==> src/rtl/uart_tx_fifo.sv <==
// uart_tx_fifo: buffered UART transmitter with a write FIFO, runtime frame
// format (5-8 data bits, none/odd/even/stick parity, 1/2 stop bits) and a
// per-frame latched baud divisor. Optional line break: define UART_TX_BREAK_EN.
module uart_tx_fifo #(
   parameter int FIFO_DEPTH = 16,
   parameter int DIV_W      = 16
) (
   input  logic                         clk,
   input  logic                         rst,
   input  logic [7:0]                   lcr,
   input  logic [DIV_W-1:0]             div,
   input  logic                         wr_en,
   input  logic [7:0]                   din,
   output logic                         full,
   output logic                         empty,
   output logic [$clog2(FIFO_DEPTH):0]  count,
   output logic                         overflow,
   output logic                         busy,
   output logic                         tx
);
   localparam int PTR_W = $clog2(FIFO_DEPTH);
   localparam int CNT_W = PTR_W + 1;

   typedef enum logic [2:0] {
      IDLE   = 3'd0,
      START  = 3'd1,
      DATA   = 3'd2,
      PARITY = 3'd3,
      STOP   = 3'd4
   } state_t;

   logic [7:0]       mem_r [FIFO_DEPTH];
   logic [PTR_W-1:0] wr_ptr_r, rd_ptr_r;
   logic [CNT_W-1:0] count_r, count_nxt_s;
   logic             full_r, empty_r, overflow_r;
   logic             push_s, pop_s;
   state_t           state_r, state_nxt_s;
   logic [DIV_W-1:0] baud_r, baud_nxt_s, div_lat_r, div_nxt_s;
   logic [2:0]       idx_r, idx_nxt_s;
   logic [7:0]       data_r, data_nxt_s;
   logic [5:0]       lcr_lat_r, lcr_nxt_s;
   logic             tick_s, last_data_s, last_stop_s;
   logic             tx_nxt_s, tx_r, busy_r;
   logic             lcr_unused_s;

   // Parity bit for the active word length: data XOR, its inverse, or stick value.
   function automatic logic parity_bit(input logic [7:0] d, input logic [5:0] l);
      logic [7:0] mask;
      logic       x;
      case (l[1:0])
         2'b00:   mask = 8'h1F;
         2'b01:   mask = 8'h3F;
         2'b10:   mask = 8'h7F;
         default: mask = 8'hFF;
      endcase
      x = ^(d & mask);
      if (l[5]) begin
         parity_bit = ~l[4];
      end else if (l[4]) begin
         parity_bit = x;
      end else begin
         parity_bit = ~x;
      end
   endfunction

   // Bit 7 is never used; bit 6 only when break support is compiled in.
   assign lcr_unused_s = ^lcr[7:6];

   assign push_s      = wr_en & ~full_r;
   assign tick_s      = (baud_r == div_lat_r);
   assign last_data_s = (idx_r == (3'd4 + {1'b0, lcr_lat_r[1:0]}));
   assign last_stop_s = (idx_r == {2'b00, lcr_lat_r[2]});

   // Next FIFO occupancy; a simultaneous push and pop cancel out.
   always_comb begin
      count_nxt_s = count_r;
      if (push_s && !pop_s) begin
         count_nxt_s = count_r + CNT_W'(1);
      end else if (pop_s && !push_s) begin
         count_nxt_s = count_r - CNT_W'(1);
      end else begin
         count_nxt_s = count_r;
      end
   end

   // FIFO storage; entries need no reset because occupancy guards every read.
   always_ff @(posedge clk) begin
      if (push_s) begin
         mem_r[wr_ptr_r] <= din;
      end
   end

   // FIFO pointers, flags and sticky overflow.
   always_ff @(posedge clk) begin
      if (rst) begin
         wr_ptr_r   <= {PTR_W{1'b0}};
         rd_ptr_r   <= {PTR_W{1'b0}};
         count_r    <= {CNT_W{1'b0}};
         full_r     <= 1'b0;
         empty_r    <= 1'b1;
         overflow_r <= 1'b0;
      end else begin
         if (push_s) begin
            wr_ptr_r <= wr_ptr_r + PTR_W'(1);
         end
         if (pop_s) begin
            rd_ptr_r <= rd_ptr_r + PTR_W'(1);
         end
         count_r <= count_nxt_s;
         full_r  <= (count_nxt_s == CNT_W'(FIFO_DEPTH));
         empty_r <= (count_nxt_s == {CNT_W{1'b0}});
         if (wr_en && full_r) begin
            overflow_r <= 1'b1;
         end
      end
   end

   // Frame sequencer: next state, baud/bit counters and pop/latch decisions.
   always_comb begin
      state_nxt_s = state_r;
      baud_nxt_s  = baud_r + DIV_W'(1);
      idx_nxt_s   = idx_r;
      pop_s       = 1'b0;
      case (state_r)
         IDLE: begin
            baud_nxt_s = baud_r;
            if (!empty_r) begin
               pop_s       = 1'b1;
               state_nxt_s = START;
               baud_nxt_s  = {DIV_W{1'b0}};
               idx_nxt_s   = 3'd0;
            end else begin
               state_nxt_s = IDLE;
            end
         end
         START: begin
            if (tick_s) begin
               state_nxt_s = DATA;
               baud_nxt_s  = {DIV_W{1'b0}};
               idx_nxt_s   = 3'd0;
            end else begin
               state_nxt_s = START;
            end
         end
         DATA: begin
            if (tick_s) begin
               baud_nxt_s = {DIV_W{1'b0}};
               if (last_data_s) begin
                  idx_nxt_s   = 3'd0;
                  state_nxt_s = lcr_lat_r[3] ? PARITY : STOP;
               end else begin
                  idx_nxt_s = idx_r + 3'd1;
               end
            end else begin
               state_nxt_s = DATA;
            end
         end
         PARITY: begin
            if (tick_s) begin
               state_nxt_s = STOP;
               baud_nxt_s  = {DIV_W{1'b0}};
               idx_nxt_s   = 3'd0;
            end else begin
               state_nxt_s = PARITY;
            end
         end
         STOP: begin
            if (tick_s) begin
               baud_nxt_s = {DIV_W{1'b0}};
               if (last_stop_s) begin
                  idx_nxt_s = 3'd0;
                  if (!empty_r) begin
                     pop_s       = 1'b1;
                     state_nxt_s = START;
                  end else begin
                     state_nxt_s = IDLE;
                  end
               end else begin
                  idx_nxt_s = idx_r + 3'd1;
               end
            end else begin
               state_nxt_s = STOP;
            end
         end
         default: begin
            state_nxt_s = IDLE;
            baud_nxt_s  = {DIV_W{1'b0}};
            idx_nxt_s   = 3'd0;
         end
      endcase
   end

   // Frame context is captured only when a byte is popped.
   always_comb begin
      data_nxt_s = data_r;
      lcr_nxt_s  = lcr_lat_r;
      div_nxt_s  = div_lat_r;
      if (pop_s) begin
         data_nxt_s = mem_r[rd_ptr_r];
         lcr_nxt_s  = lcr[5:0];
         div_nxt_s  = div;
      end else begin
         data_nxt_s = data_r;
      end
   end

   // Line level for the upcoming cycle, so tx can be a plain register.
   always_comb begin
      tx_nxt_s = 1'b1;
      case (state_nxt_s)
         IDLE:    tx_nxt_s = 1'b1;
         START:   tx_nxt_s = 1'b0;
         DATA:    tx_nxt_s = data_nxt_s[idx_nxt_s];
         PARITY:  tx_nxt_s = parity_bit(data_nxt_s, lcr_nxt_s);
         STOP:    tx_nxt_s = 1'b1;
         default: tx_nxt_s = 1'b1;
      endcase
   end

   // Sequencer registers plus registered busy and tx outputs.
   always_ff @(posedge clk) begin
      if (rst) begin
         state_r   <= IDLE;
         baud_r    <= {DIV_W{1'b0}};
         idx_r     <= 3'd0;
         data_r    <= 8'h00;
         lcr_lat_r <= 6'h00;
         div_lat_r <= {DIV_W{1'b0}};
         busy_r    <= 1'b0;
         tx_r      <= 1'b1;
      end else begin
         state_r   <= state_nxt_s;
         baud_r    <= baud_nxt_s;
         idx_r     <= idx_nxt_s;
         data_r    <= data_nxt_s;
         lcr_lat_r <= lcr_nxt_s;
         div_lat_r <= div_nxt_s;
         busy_r    <= (state_nxt_s != IDLE);
`ifdef UART_TX_BREAK_EN
         tx_r      <= lcr[6] ? 1'b0 : tx_nxt_s;
`else
         tx_r      <= tx_nxt_s;
`endif
      end
   end

   assign full     = full_r;
   assign empty    = empty_r;
   assign count    = count_r;
   assign overflow = overflow_r;
   assign busy     = busy_r;
   assign tx       = tx_r;
endmodule

==> config.mk <==
export PLATFORM = sky130hd
export DESIGN_NAME = uart_tx_fifo
export DESIGN_NICKNAME = d
export VERILOG_FILES = /design/src/rtl/uart_tx_fifo.sv
export SDC_FILE = /design/constraint.sdc
export NUM_CORES = 1
export LEC_CHECK = 0
export ABC_AREA = 1
export CAP_MARGIN = 20
export CORE_ASPECT_RATIO = 2
export CORE_MARGIN = 1.5
export CORE_UTILIZATION = 60
export CTS_CLUSTER_SIZE = 40
export DETAILED_ROUTE_END_ITERATION = 6
export PLACE_DENSITY_LB_ADDON = 0.05
export SYNTH_ARGS = -nofsm -noshare
export SYNTH_HDL_FRONTEND = slang
export SYNTH_SLANG_ARGS = --single-unit
export TNS_END_PERCENT = 5
==> constraint.sdc <==
create_clock -name clk -period 3.31 [get_ports clk]
set_input_delay 0.331 -clock clk [delete_from_list [all_inputs] [get_ports clk]]
set_output_delay 0.331 -clock clk [all_outputs]
set_load 0.005 [all_outputs]
# Word-level counts from Yosys, hierarchy flattened
# Memory sizes are Yosys's and may differ from the RTL's. A register that Yosys moved wholly into a read port is not among the register bits.
# Index checks and enable logic that the tools add are counted.
# word_totals
regBits	70
ramBits	128
output_inout_bits	10
mem_count	1
# op_classes
n_addsub	7
magnitude_cmp	1
n_eq_ne	14
muxes	38
n_bitwise	5
n_reduce_logical	12
# mem_list
name	words	word_bits	rd	rd_clocked_by_memory_dff	wr	line_no	rtl
mem_r	16	8	1	1	1	32	logic [7:0] mem_r [FIFO_DEPTH];
# op_table
cell	n
$mux 3	12
$mux 16	2
$pmux 16 s2	1
$pmux 8 s3	1
$add 16x1->16 const B	1
$eq 16x16->1	1
$mux 8	2
$pmux 3 s5	1
$eq 3x2->1 const B	4
$pmux 3 s4	1
$mux 5	2
$mux 1	9
$add 4x1->4 const B	2
$and 8x8->8	1
$mux 4	2
$reduce_xor 8->1	1
$eq 3x1->1 const B	2
$mux 6	1
$add 5x1->5 const B	1
$eq 5x5->1 const B	1
$logic_not 5->1	1
$sub 5x1->5 const B	1
$lt 3x4->1 const B	1
$reduce_or 4->1	1
20 further kinds	25

# Logic depth before layout (Yosys ltp)
# logic_depth
depth_word	14
depth_mapped	21

# Worst setup path before layout
# Ideal clock, no wire load.
# synth_timing
path_type	flip-flop to flip-flop
start	register baud_r[13]
end	register tx_r (netlist: tx)
arrival_ps	1902
required_time_ps	3190
setup_slack_ps	1287
stages_incl_launch_ff	21
path_buffers	1
synth_period_minus_slack_ps	2023
cell_sequence	dfxtp_1 -> inv_2 -> nand2_1 -> nand2_1 -> nor2_1 -> nand2_1 -> nor2_2 -> nand3_4 -> nand2_4 -> buf_8 -> nand2_1 -> nand2_2 -> nor2_1 -> nor2_2 -> nand2_1 -> nand2_1 -> nand3_1 -> nand2_1 -> nand3_1 -> nand3_1 -> nand3_1
# synth_between
elab_chain_len	13
elab_cells_between_ends	31
# synth_lines
element	line_no	rtl
start, declared	38	logic [DIV_W-1:0] baud_r, baud_nxt_s, div_lat_r, div_nxt_s;
start signal, assigned	224	baud_r <= {DIV_W{1'b0}};
start signal, assigned	233	baud_r <= baud_nxt_s;
$eq 16x16->1 (*)	70	assign tick_s = (baud_r == div_lat_r);
$mux 1	168	if (tick_s) begin
$pmux 1 s2	124	case (state_r)
$mux 6	198	if (pop_s) begin
$eq 2x2->1 (tied with other cells)	50	case (l[1:0])
$pmux 8 s3	50	
$mux 8	210	case (state_nxt_s)
$and 8x8->8	56	x = ^(d & mask);
$reduce_xor 8->1	56	
$not 1->1	62	parity_bit = ~x;
$mux 1	59	end else if (l[4]) begin
$mux 1	57	if (l[5]) begin
$pmux 1 s3 (*)	210	
end signal, assigned	242	tx_r <= tx_nxt_s;
end, declared	43	logic tx_nxt_s, tx_r, busy_r;
# Mark *: on every way between the ends. The rest lies on a longest branch, timed or not. The select of a mux whose other input is x is not followed.
# A chain may end at the register's enable or synchronous reset.

# Worst setup path in the final report
# layout_timing
start	register baud_r[0]
end	register tx_r (netlist: tx)
# The elaborated chain is that of the path after synthesis.

==> flow_summary.yaml <==
worst_hold_path:
  hold_path_depth: 3
  min_to: "div_lat_r[9]"
  min_from: "div[9]"
  min_path_type: "in -> reg"
route:
  firstDrtPassIters: 6
  dr_total_vias: 7038
  drc_errors: 0
  viasPerCell: 5.55
  wl_per_cell_um: 16.6
  drt_iter0_drc: 407
  ant_nets: 0
  wirelength_um: 21100
cts:
  postCtsSetupBuffers: 0
  cts_sinks: 202
  hold_buffers: 0
  cts_buffer_depth: 3
  ctsResizeCount: 0
  clk_latency_ns: 0.49
  htree_num_levels: 1
  cts_buffers: 18
  root_buffer: "clkbuf_16"
  path_clk_slew_ns: 0.07
  cts_tree: "done"
pwr:
  p_int_mw: 5.06
  power_frac_clock_pct: 24.8
  power_density_nw_per_um2: 789
  power_switching_mw: 3.06
  ir_worst_vdd_v: 0.000777
  swShare_pct: 37.7
  power_frac_comb_pct: 36.7
  seqPwrFrac_pct: 38.5
  p_leak_nw: 4.00
worst_setup_path:
  arrival_ns: 3.16
  r2r_end: "tx"
  crit_family: "simple AND/OR/NAND/NOR gates"
  slowest_stage: "dfxtp_1"
  critPathCaptureType: "flip-flop"
  cpMostUsedCell: "nand2_1"
  cp_num_buf_inv: 2
  rr_startpoint: "baud_r[0]"
  cp_max_fo: 29
  rr_worst_depth: 19
  crit_chain: "inv_1 > nand2_1 > nand2_1 > nor2_1 > nand2_1 > nor2_2 > nand3_4 > nand2_4 > inv_4 > nand2_1 > nand2_2 > nand3_1 > nand2_1 > nand2_1 > nand3_1 > nand2_1 > nand3_1 > nand3_1 > nand3_1"
  critPathKind: "reg -> reg"
  crit_path_start_kind: "flip-flop"
  crit_required_ns: 3.67
  crit_path_max_incr_delay_ns: 0.38
  r2r_setup_slack_ns: 0.51
placement:
  placed_cell_area_um2: 9730
  hpwl_um: 14500
  routabilityCongestion: 0.871
  io_buffers: 42
logic_synthesis:
  yosysTopAreaCellShare_pct: 42.6
  synth-seq-cells: 202
  synth_cells: 1008
  synth.area.top_cells: "edfxtp_1, dfxtp_1, nand2_1, nor2_1, nand3_1"
  synth_cell_types: 41
  synth-seq-area-share_pct: 59.0
  synth_top_area_cell: "edfxtp_1"
  yosysWarnings: 0
  syn-cell-area_um2: 9020
  syn_nets: 1052
  synth_area_per_cell_um2: 8.95
grt:
  grt_antenna_before_repair: 0
  grt_max_degree: 67
  gr-total-overflow: 0
  grt_use_total_pct: 27.5
  grt_pass1_wl_um: 34000
  grt_pass1_vias: 6909
timing:
  period_share_pct: 84.5
  setup_violations: 0
  fmax_ghz: 0.358
  report.final.slew_viol_count: 0
  period_needed_ns: 2.80
  max_slew_margin_pct: 48.4
  finalHoldViolCount: 0
  final.setup.tns_ns: 0
  worst_pin_slew_ns: 0.774
  worst_clock_skew_ns: 0.0141
  rsz0062_at_grt: "false"
outcome:
  status: "finished, final reports clean"
die:
  num_rows: 63
  ioPinCount: 45
  die_w_um: 89.7
  die_area_um2: 15800
  start_util_pct: 61.2
  coreArea_um2: 14700
  die_h_um: 176
final_layout:
  area_growth_pct: 14.0
  finalInstanceArea_um2: 10300
  multi_input_area_um2: 3150
  regArea_um2: 5330
  finalNetCount: 1104
  fillers: 1192
  diodes: 0
  drive_above_1_share_pct: 7.37
flow_run:
  maxCapViolCount: 0
## per-layer routing
| layer | part of all wire, % | GRT usage (%) |
|---|---|---|
| met5 | 0 | 0 |
| met4 | 4.6 | 13.8 |
| met1 | 34 | 28.4 |
| met2 | 57 | 54.8 |
| met3 | 3.8 | 2.02 |
## power by group through the flow
| stage | combinational [mW] | sequential [mW] | clock [mW] |
|---|---|---|---|
| 6_report | 2.98 | 3.12 | 2.02 |
| 5_1_grt | 3.36 | 3.16 | 2.13 |
| 4_1_cts | 3.00 | 3.12 | 2.04 |
| 3_5_place_dp | 2.98 | 3.17 | 0 |
| 3_3_place_gp | 2.92 | 3.16 | 0 |
| 2_1_floorplan | 2.15 | 3.12 | 0 |
## cells in the final DEF, fill, tap and decap left out, drive strengths merged, types with 28 or more instances in the layout
master         count
nand2            216
nor2             171
edfxtp           128
inv               95
nand3             84
o21ai             84
dfxtp             74
clkdlybuf4s50     42
a21oi             39
buf               28
## flip-flops by register name, summed over array words and instances, names as in the netlist, 3 cells and up, named ones only
register,cells
lcr_lat_r,6
div_lat_r,16
mem_r,128
state_r,3
rd_ptr_r,4
idx_r,3
baud_r,16
count,5
data_r,8
wr_ptr_r,4
## Yosys cell counts (all sizes together)
library cell    n
buf            16
xnor2           1
nand3b          5
dfxtp          74
nor3           14
o221ai          1
o22ai           1
and3            1
inv            95
nand4           7
o2111ai         1
nand2         216
clkinv          2
a21oi          39
nor2          171
or2             1
o21ai          84
nand3          84
nor3b           2
o21a            4
clkbuf         22
edfxtp        128
o211ai         18
a22o            1
a221oi          1
xor2            6
a211oi          2
ha              9
mux2i           1
a21o            1
## logic make-up (layout without fill, tap and decap cells)
logic type,after synthesis,in the layout,share of synthesized area (%)
XOR/XNOR,7,7,0.680
flip-flops,202,202,59.0
buffers and inverters,135,199,6.05
adder cells (fa/ha/maj),9,9,1.25
AO/OA/AOI/OAI,153,153,9.36
AND/OR/NAND/NOR,501,501,23.5
multiplexers,1,1,0.111
## worst max-delay path by stage
stage	startpoint	end	slack [ns]	cells past startpoint
after floorplan	baud_r[13]	tx	1.29	20
after global placement	baud_r[0]	full	0.59	15
after detailed placement	baud_r[0]	tx	0.57	19
after CTS	baud_r[0]	tx	0.53	19
after global routing	baud_r[0]	tx	0.22	19
final	baud_r[0]	tx	0.51	19
## cell type report
| type | instances | share of cell area, % |
|---|---|---|
| Clock buffer | 22 | 4.73 |
| Clock inverter | 10 | 0.681 |
| Inverter | 97 | 3.56 |
| Multi-Input combinational cell | 671 | 30.6 |
| Sequential cell | 202 | 51.8 |
| Tap cell | 195 | 2.37 |
| Timing Repair Buffer | 70 | 6.25 |
## worst reg2reg max path, cell delays in order, from the launching register on
cell,delay (ns)
dfxtp_1,0.38
inv_1,0.09
nand2_1,0.06
nand2_1,0.05
nor2_1,0.13
nand2_1,0.11
nor2_2,0.27
nand3_4,0.21
nand2_4,0.34
inv_4,0.20
nand2_1,0.14
nand2_2,0.08
nand3_1,0.09
nand2_1,0.07
nand2_1,0.08
nand3_1,0.07
nand2_1,0.08
nand3_1,0.06
nand3_1,0.10
nand3_1,0.08
## per-stage QoR
step                      power [mW]  hold slack, ns  cells  setup WS, ns  util, %
after CTS                       8.16           0.421   1267         0.530     69.8
after detailed placement        6.15           0.461   1235         0.570     66.0
final                           8.12           0.431   1267         0.513     69.8
after global placement          6.08           0.450   1235         0.591     66.0
after global routing            8.64           0.434   1267         0.225     69.8
after floorplan                 5.27           0.430   1008          1.29        -
No activity file was read; power rests on OpenSTA's default activity.
